$ cat src/rtl/cpu_run_ctrl.sv
// CPU run controller: halt / free-run / single-step strobe generation.
// Optional BREAKPOINT_EN adds a breakpoint halt on prescaler expiry.
module cpu_run_ctrl #(
  parameter int DIV_W  = 24,
  parameter int ADDR_W = 4,
  parameter int CNT_W  = 16
) (
  input  logic              clk,
  input  logic              rst_n,
  input  logic              run_btn,
  input  logic              step_btn,
  input  logic [DIV_W-1:0]  div_sel,
  input  logic [ADDR_W-1:0] ip,
  input  logic [ADDR_W-1:0] bp_addr,
  input  logic              bp_valid,
  output logic              step_en,
  output logic              running,
  output logic              bp_hit,
  output logic [CNT_W-1:0]  step_cnt
);

  typedef enum logic [1:0] {
    S_HALT,
    S_STEP,
    S_RUN
  } state_t;

  state_t             r_state;
  logic [2:0]         r_run_sy;
  logic [2:0]         r_step_sy;
  logic [DIV_W-1:0]   r_presc;
  logic               r_first;
  logic               r_run_pend;

  logic               w_run_p;
  logic               w_step_p;
  logic               w_bp_match;

  // bit0/bit1 synchronize, bit2 delays for edge detect
  assign w_run_p  = r_run_sy[1] & ~r_run_sy[2];
  assign w_step_p = r_step_sy[1] & ~r_step_sy[2];

`ifdef BREAKPOINT_EN
  assign w_bp_match = bp_valid && (ip == bp_addr) && !r_first;
`else
  logic w_unused;
  assign w_unused   = ^{bp_addr, bp_valid, ip, r_first};
  assign w_bp_match = 1'b0;
`endif

  always_ff @(posedge clk or negedge rst_n) begin
    if (!rst_n) begin
      r_state    <= S_HALT;
      r_run_sy   <= '0;
      r_step_sy  <= '0;
      r_presc    <= '0;
      r_first    <= 1'b0;
      r_run_pend <= 1'b0;
      step_en    <= 1'b0;
      running    <= 1'b0;
      bp_hit     <= 1'b0;
      step_cnt   <= '0;
    end else begin
      r_run_sy  <= {r_run_sy[1:0], run_btn};
      r_step_sy <= {r_step_sy[1:0], step_btn};
      step_en   <= 1'b0;
      unique case (r_state)
        S_HALT: begin
          if (w_run_p || r_run_pend) begin
            r_state    <= S_RUN;
            running    <= 1'b1;
            r_presc    <= div_sel;
            bp_hit     <= 1'b0;
            r_first    <= 1'b1;
            r_run_pend <= 1'b0;
          end else if (w_step_p) begin
            r_state  <= S_STEP;
            step_en  <= 1'b1;
            step_cnt <= step_cnt + CNT_W'(1);
          end
        end
        S_STEP: begin
          r_state    <= S_HALT;
          r_run_pend <= w_run_p;
        end
        S_RUN: begin
          if (w_run_p) begin
            r_state <= S_HALT;
            running <= 1'b0;
          end else if (r_presc == '0) begin
            if (w_bp_match) begin
              r_state <= S_HALT;
              running <= 1'b0;
              bp_hit  <= 1'b1;
            end else begin
              step_en  <= 1'b1;
              step_cnt <= step_cnt + CNT_W'(1);
              r_presc  <= div_sel;
              r_first  <= 1'b0;
            end
          end else begin
            r_presc <= r_presc - DIV_W'(1);
          end
        end
        default: begin
          r_state <= S_HALT;
          running <= 1'b0;
        end
      endcase
    end
  end

endmodule

$ cat config.mk
export PLATFORM = sky130hd
export DESIGN_NAME = cpu_run_ctrl
export DESIGN_NICKNAME = d
export VERILOG_FILES = /design/src/rtl/cpu_run_ctrl.sv
export SDC_FILE = /design/constraint.sdc
export NUM_CORES = 1
export LEC_CHECK = 0
export CAP_MARGIN = 20
export CORE_MARGIN = 2
export CORE_UTILIZATION = 52
export CTS_BUF_LIST = sky130_fd_sc_hd__clkbuf_8 sky130_fd_sc_hd__clkbuf_16
export CTS_CLUSTER_DIAMETER = 50
export CTS_CLUSTER_SIZE = 16
export DETAILED_ROUTE_END_ITERATION = 8
export GPL_ROUTABILITY_DRIVEN = 0
export PLACE_DENSITY = 0.8
export SLEW_MARGIN = 40
export SYNTH_ARGS = -nofsm -noshare
export SYNTH_HDL_FRONTEND = slang
export SYNTH_SLANG_ARGS = --single-unit
$ cat constraint.sdc
create_clock -name clk -period 2.4 [get_ports clk]
set_input_delay 0.24 -clock clk [delete_from_list [all_inputs] [get_ports clk]]
set_output_delay 0.24 -clock clk [all_outputs]
set_load 0.01 [all_outputs]
# ---- Word level (Yosys, flattened, before mapping)
# Cells that the tools add are included.
dict set report totals {
  elab_cells 57
  regBits 51
  inputBits 37
}
dict set report classes {
  mux 23
  reduce_logical 10
  n_addsub 2
  eq_ne 9
  n_bitwise 5
}
# cell count
set ops {}
lappend ops {{$mux W24} 3}
lappend ops {{$mux W16} 4}
lappend ops {{$pmux W24 S2} 1}
lappend ops {{$pmux W16 S2} 1}
lappend ops {{$logic_not A24 Y1} 1}
lappend ops {{$sub A24 B1 Y24 const B} 1}
lappend ops {{$add A16 B1 Y16 const B} 1}
lappend ops {{$ne A2 B2 Y1 const B} 6}
lappend ops {{$mux W1} 7}
lappend ops {{$mux W2} 3}
lappend ops {{$reduce_and A3 Y1} 2}
lappend ops {{$reduce_and A5 Y1} 1}
lappend ops {{$pmux W1 S2} 2}
lappend ops {{$pmux W2 S2} 1}
lappend ops {{$reduce_and A2 Y1} 2}
lappend ops {{$reduce_bool A2 Y1} 2}
lappend ops {{$ne A3 B3 Y1 const B} 1}
lappend ops {{$not A1 Y1} 3}
lappend ops {{$pmux W1 S3} 1}
lappend ops {{$and A1 B1 Y1} 2}
lappend ops {{$eq A2 B1 Y1 const B} 1}
lappend ops {{$eq A2 B2 Y1 const B} 1}
lappend ops {{$logic_not A2 Y1} 1}
lappend ops {{$logic_or A1 B1 Y1} 1}

# ---- Depth between registers and ports, before layout
dict set report logic_depth {
  depth_word 5
  depth_mapped 8
  mapped_depth_nobuf 8
}

# ---- Least setup slack after synthesis
# Ideal clock, no wire load.
dict set report synth_path {
  path_kind {flip-flop to flip-flop}
  startpoint {register r_presc[0]}
  endpoint {register r_presc[18]}
  path_buffers 1
  path_stages_with_launch 9
  slack_ps 477
  arrival_ps 1802
  period_less_slack_ps 1923
  setup_ps 121
  cell_sequence {dfrtp_1 > inv_1 > ha_1 > nor4b_2 > and4_4 > a21oi_1 > buf_2 > a2bb2oi_1 > o22a_1}
}
dict set report synth_via {
  elab_chain_len 4
}
# element line_no
set synth_rtl {}
lappend synth_rtl {{start, declared} 31} ;# logic [DIV_W-1:0] r_presc;
lappend synth_rtl {{start signal, assigned} 72} ;# r_presc <= div_sel;
lappend synth_rtl {{start signal, assigned} 98} ;# r_presc <= div_sel;
lappend synth_rtl {{start signal, assigned} 102} ;# r_presc <= r_presc - DIV_W'(1);
lappend synth_rtl {{$sub A24 B1 Y24 or $logic_not A24 Y1 (tied branches)} {102, 90}}
lappend synth_rtl {{$mux W24 (*)} 90} ;# end else if (r_presc == '0) begin
lappend synth_rtl {{$mux W24 (*)} 87} ;# if (w_run_p) begin
lappend synth_rtl {{$pmux W24 S2 (*)} 67} ;# unique case (r_state)
# Every way passes the cells marked *; elsewhere a longest branch is shown, timed or not. The select of a mux whose other input is x is not followed.
# A chain may end at the register's enable or synchronous reset.

# ---- Worst setup path in the final report
dict set report layout_path {
  startpoint {register r_presc[0]}
  endpoint {register r_presc[14]}
}
# Same word-level chain as after synthesis.

==> run summary <==
Outcome: finished clean
Synth warn: 0
Port Buffers: 45
Total congestion overflow: 0
Layout Skew: 0.00732 ns
Hold-fix buffers at CTS: 0
Mapped Area: 0.00282 sq mm
Setup violators final: 0
DR pass1 iterations: 4
Worst-Margin Slew: 0.682 ns
Synth Flop Type: dfrtp_1
Worst setup EP type: flip-flop
Clk root buf: clkbuf_8
Post-Route Setup TNS: 0 ns
Max-capacitance violation count: 0
Worst R2R Setup Slack: 0.17 ns
Critical path class: flip-flop to flip-flop
Post-synth EDFFs: 0
Synthesized instance count: 281
Post-synthesis cell type count: 55
Vias in the first global route: 2,292
Initial core utilization: 54.6%
CP startpoint kind: flip-flop
Final Instance Area: 0.00347 sq mm
Mapped Nets: 320
Antenna violations before repair: 0
Core area: 0.00517 sq mm
Util after Layout: 67.2%
Final Max Slew Viols: 0
Layout cell share with drive strength beyond 1: 12.7%
Reg-to-Reg End: r_presc[14]
Syn-to-layout area delta: 23.1%
Cell taking the most area after synthesis: dfrtp_1
Relative slew slack: 54.1%
Top-count cell post-synth: dfrtp_1
Placement Setup Slack: 0.205 ns
Peak supply drop: 0.613 mV
Filler cell count: 407
CTS tree: done
Nets: 368
CTS sink count: 51
CTS H-tree lvls: 2
DP Area: 0.00337 sq mm
Clock Tree Buf Depth: 2
Routed wire per std cell: 15.5 um
First-pass GRT wire length: 10,600 um
Max frequency: 0.449 GHz
Routed WL: 6210 um
Period utilization: 92.7%
Largest net degree at the start of global routing: 52
Slack of the critical path: 0.174 ns
DRC viols: 0
Post-synth ARST share: 100%
Max FO, Critical Path: 4
Seq cells post-synth: 51
Final Hold Viols: 0
Vias/cell: 5.96
RSZ-0062 raised after global routing: no
HPWL after DPL: 4290 um
Final hold slack: 0.0167 ns
Clk pin slew, worst setup/hold paths: 0.09 ns
Synth cell count leaders: 51 x dfrtp_1, 25 x nand2_1, 16 x nand3_1, 15 x a21oi_1, 13 x mux2i_1
Site row count: 26
P_leak: 1.42 nW
Worst flop-to-flop path startpoint: r_presc[0]
Post-route minimum period: 2.23 ns
Cts bufs inserted: 5
Storage cell area: 0.00128 sq mm
Post-synthesis sequential area ratio: 45.2%
Initial DRC Count: 196
Area contributors post-synth: dfrtp_1 45%, mux2i_1 4.6%, a2bb2oi_1 3.7%
Chip height: 77.7 um
Ant. Diodes: 0
Worst Reg-to-Reg Cells: 8
Pwr dens: 967 mW/mm^2
GRT Resource Usage Total: 21.7%
Post-CTS Setup Bufs: 0
DRT antenna net count: 0
Die Width: 77.7 um
Post-cts repair resize count: 0
CP arrival: 2.44 ns
WP data required: 2.61 ns
Clk Latency, worst-skew pair: 0.31 ns
Multi-input gate area in the final layout: 0.00145 sq mm
Die area: 0.00603 sq mm
HP Class: input pin to async pin
Synth top area share: 45.2%
I/O pin cnt: 56
Via count: 2,382
Avg Inst Size Synth: 10.0 sq um
## cell type report
| class | count | share of cell area (%) |
|---|---|---|
| clock inverters | 2 | 0.468 |
| inverters | 9 | 0.972 |
| flip-flops and latches | 51 | 36.7 |
| well taps | 70 | 2.52 |
| repair buffers | 55 | 15.3 |
| clock buffers | 6 | 2.38 |
| multi-input cells | 207 | 41.6 |
## worst max-delay path, cell delays in order, from the launching register on
cell,delay [ns]
dfrtp_1,0.41
inv_1,0.10
ha_1,0.16
buf_4,0.12
or4b_4,0.50
nor4_4,0.31
nand2_1,0.09
a21oi_1,0.20
a2bb2oi_1,0.24
## layout by cell type (no fill, tap or decap), drive strengths merged, types with 5 or more instances in the layout
master	count
a21oi	15
nand2	25
o21ai	15
nand4	9
clkdlybuf4s50	44
xor2	8
buf	11
nor4	7
nor3	18
a22oi	5
xnor2	7
and3	7
nand3	16
dfrtp	51
inv	8
a2bb2oi	12
nor2	13
clkbuf	6
mux2i	13
## worst max-delay path by stage
stage                from          end  slack, ns  cells past startpoint
2_1_floorplan  r_presc[0]  r_presc[18]       0.48                      8
3_3_place_gp   r_presc[0]  r_presc[10]       0.28                      7
3_5_place_dp   r_presc[0]  r_presc[18]       0.20                      7
4_1_cts        r_presc[0]   r_presc[4]       0.17                      8
5_1_grt        r_presc[0]   r_presc[8]       0.03                      8
6_report       r_presc[0]  r_presc[14]       0.17                      8
## registers in the layout (all words and copies together) (netlist names)
signal	flops
r_state	2
r_step_sy	3
r_run_sy	3
r_presc	24
step_cnt	16
r_run_pend	1
step_en	1
running	1
## layer usage
metal,global-route usage [%],routed length (um)
met3,3.49,387
met5,0,0
met1,30.0,2810
met4,8.21,110
met2,34.3,2910
## kinds of logic (layout without fill, tap and decap cells)
kind of cell	Yosys count	after routing	synth area share [%]
AND/OR/NAND/NOR	110	110	24.2
XOR/XNOR	15	15	4.65
flip-flops	51	51	45.2
AO/OA/AOI/OAI	66	66	16.4
buffers and inverters	23	72	3.94
other	1	1	0.133
multiplexers	13	13	4.61
adder cells (fa/ha/maj)	2	2	0.886
## metrics by stage
stage,total power (W),std cells
6_report,0.00336,400
5_1_grt,0.00359,400
4_1_cts,0.00335,400
3_5_place_dp,0.00281,392
3_3_place_gp,0.00276,392
2_1_floorplan,0.00234,281
## report_power, final
part | switching [W] | internal (W)
sequential | 0.000360 | 0.00112
clock | 0.000297 | 0.000236
combinational | 0.000694 | 0.000658
Note: power is estimated with default switching activity, not from simulation.
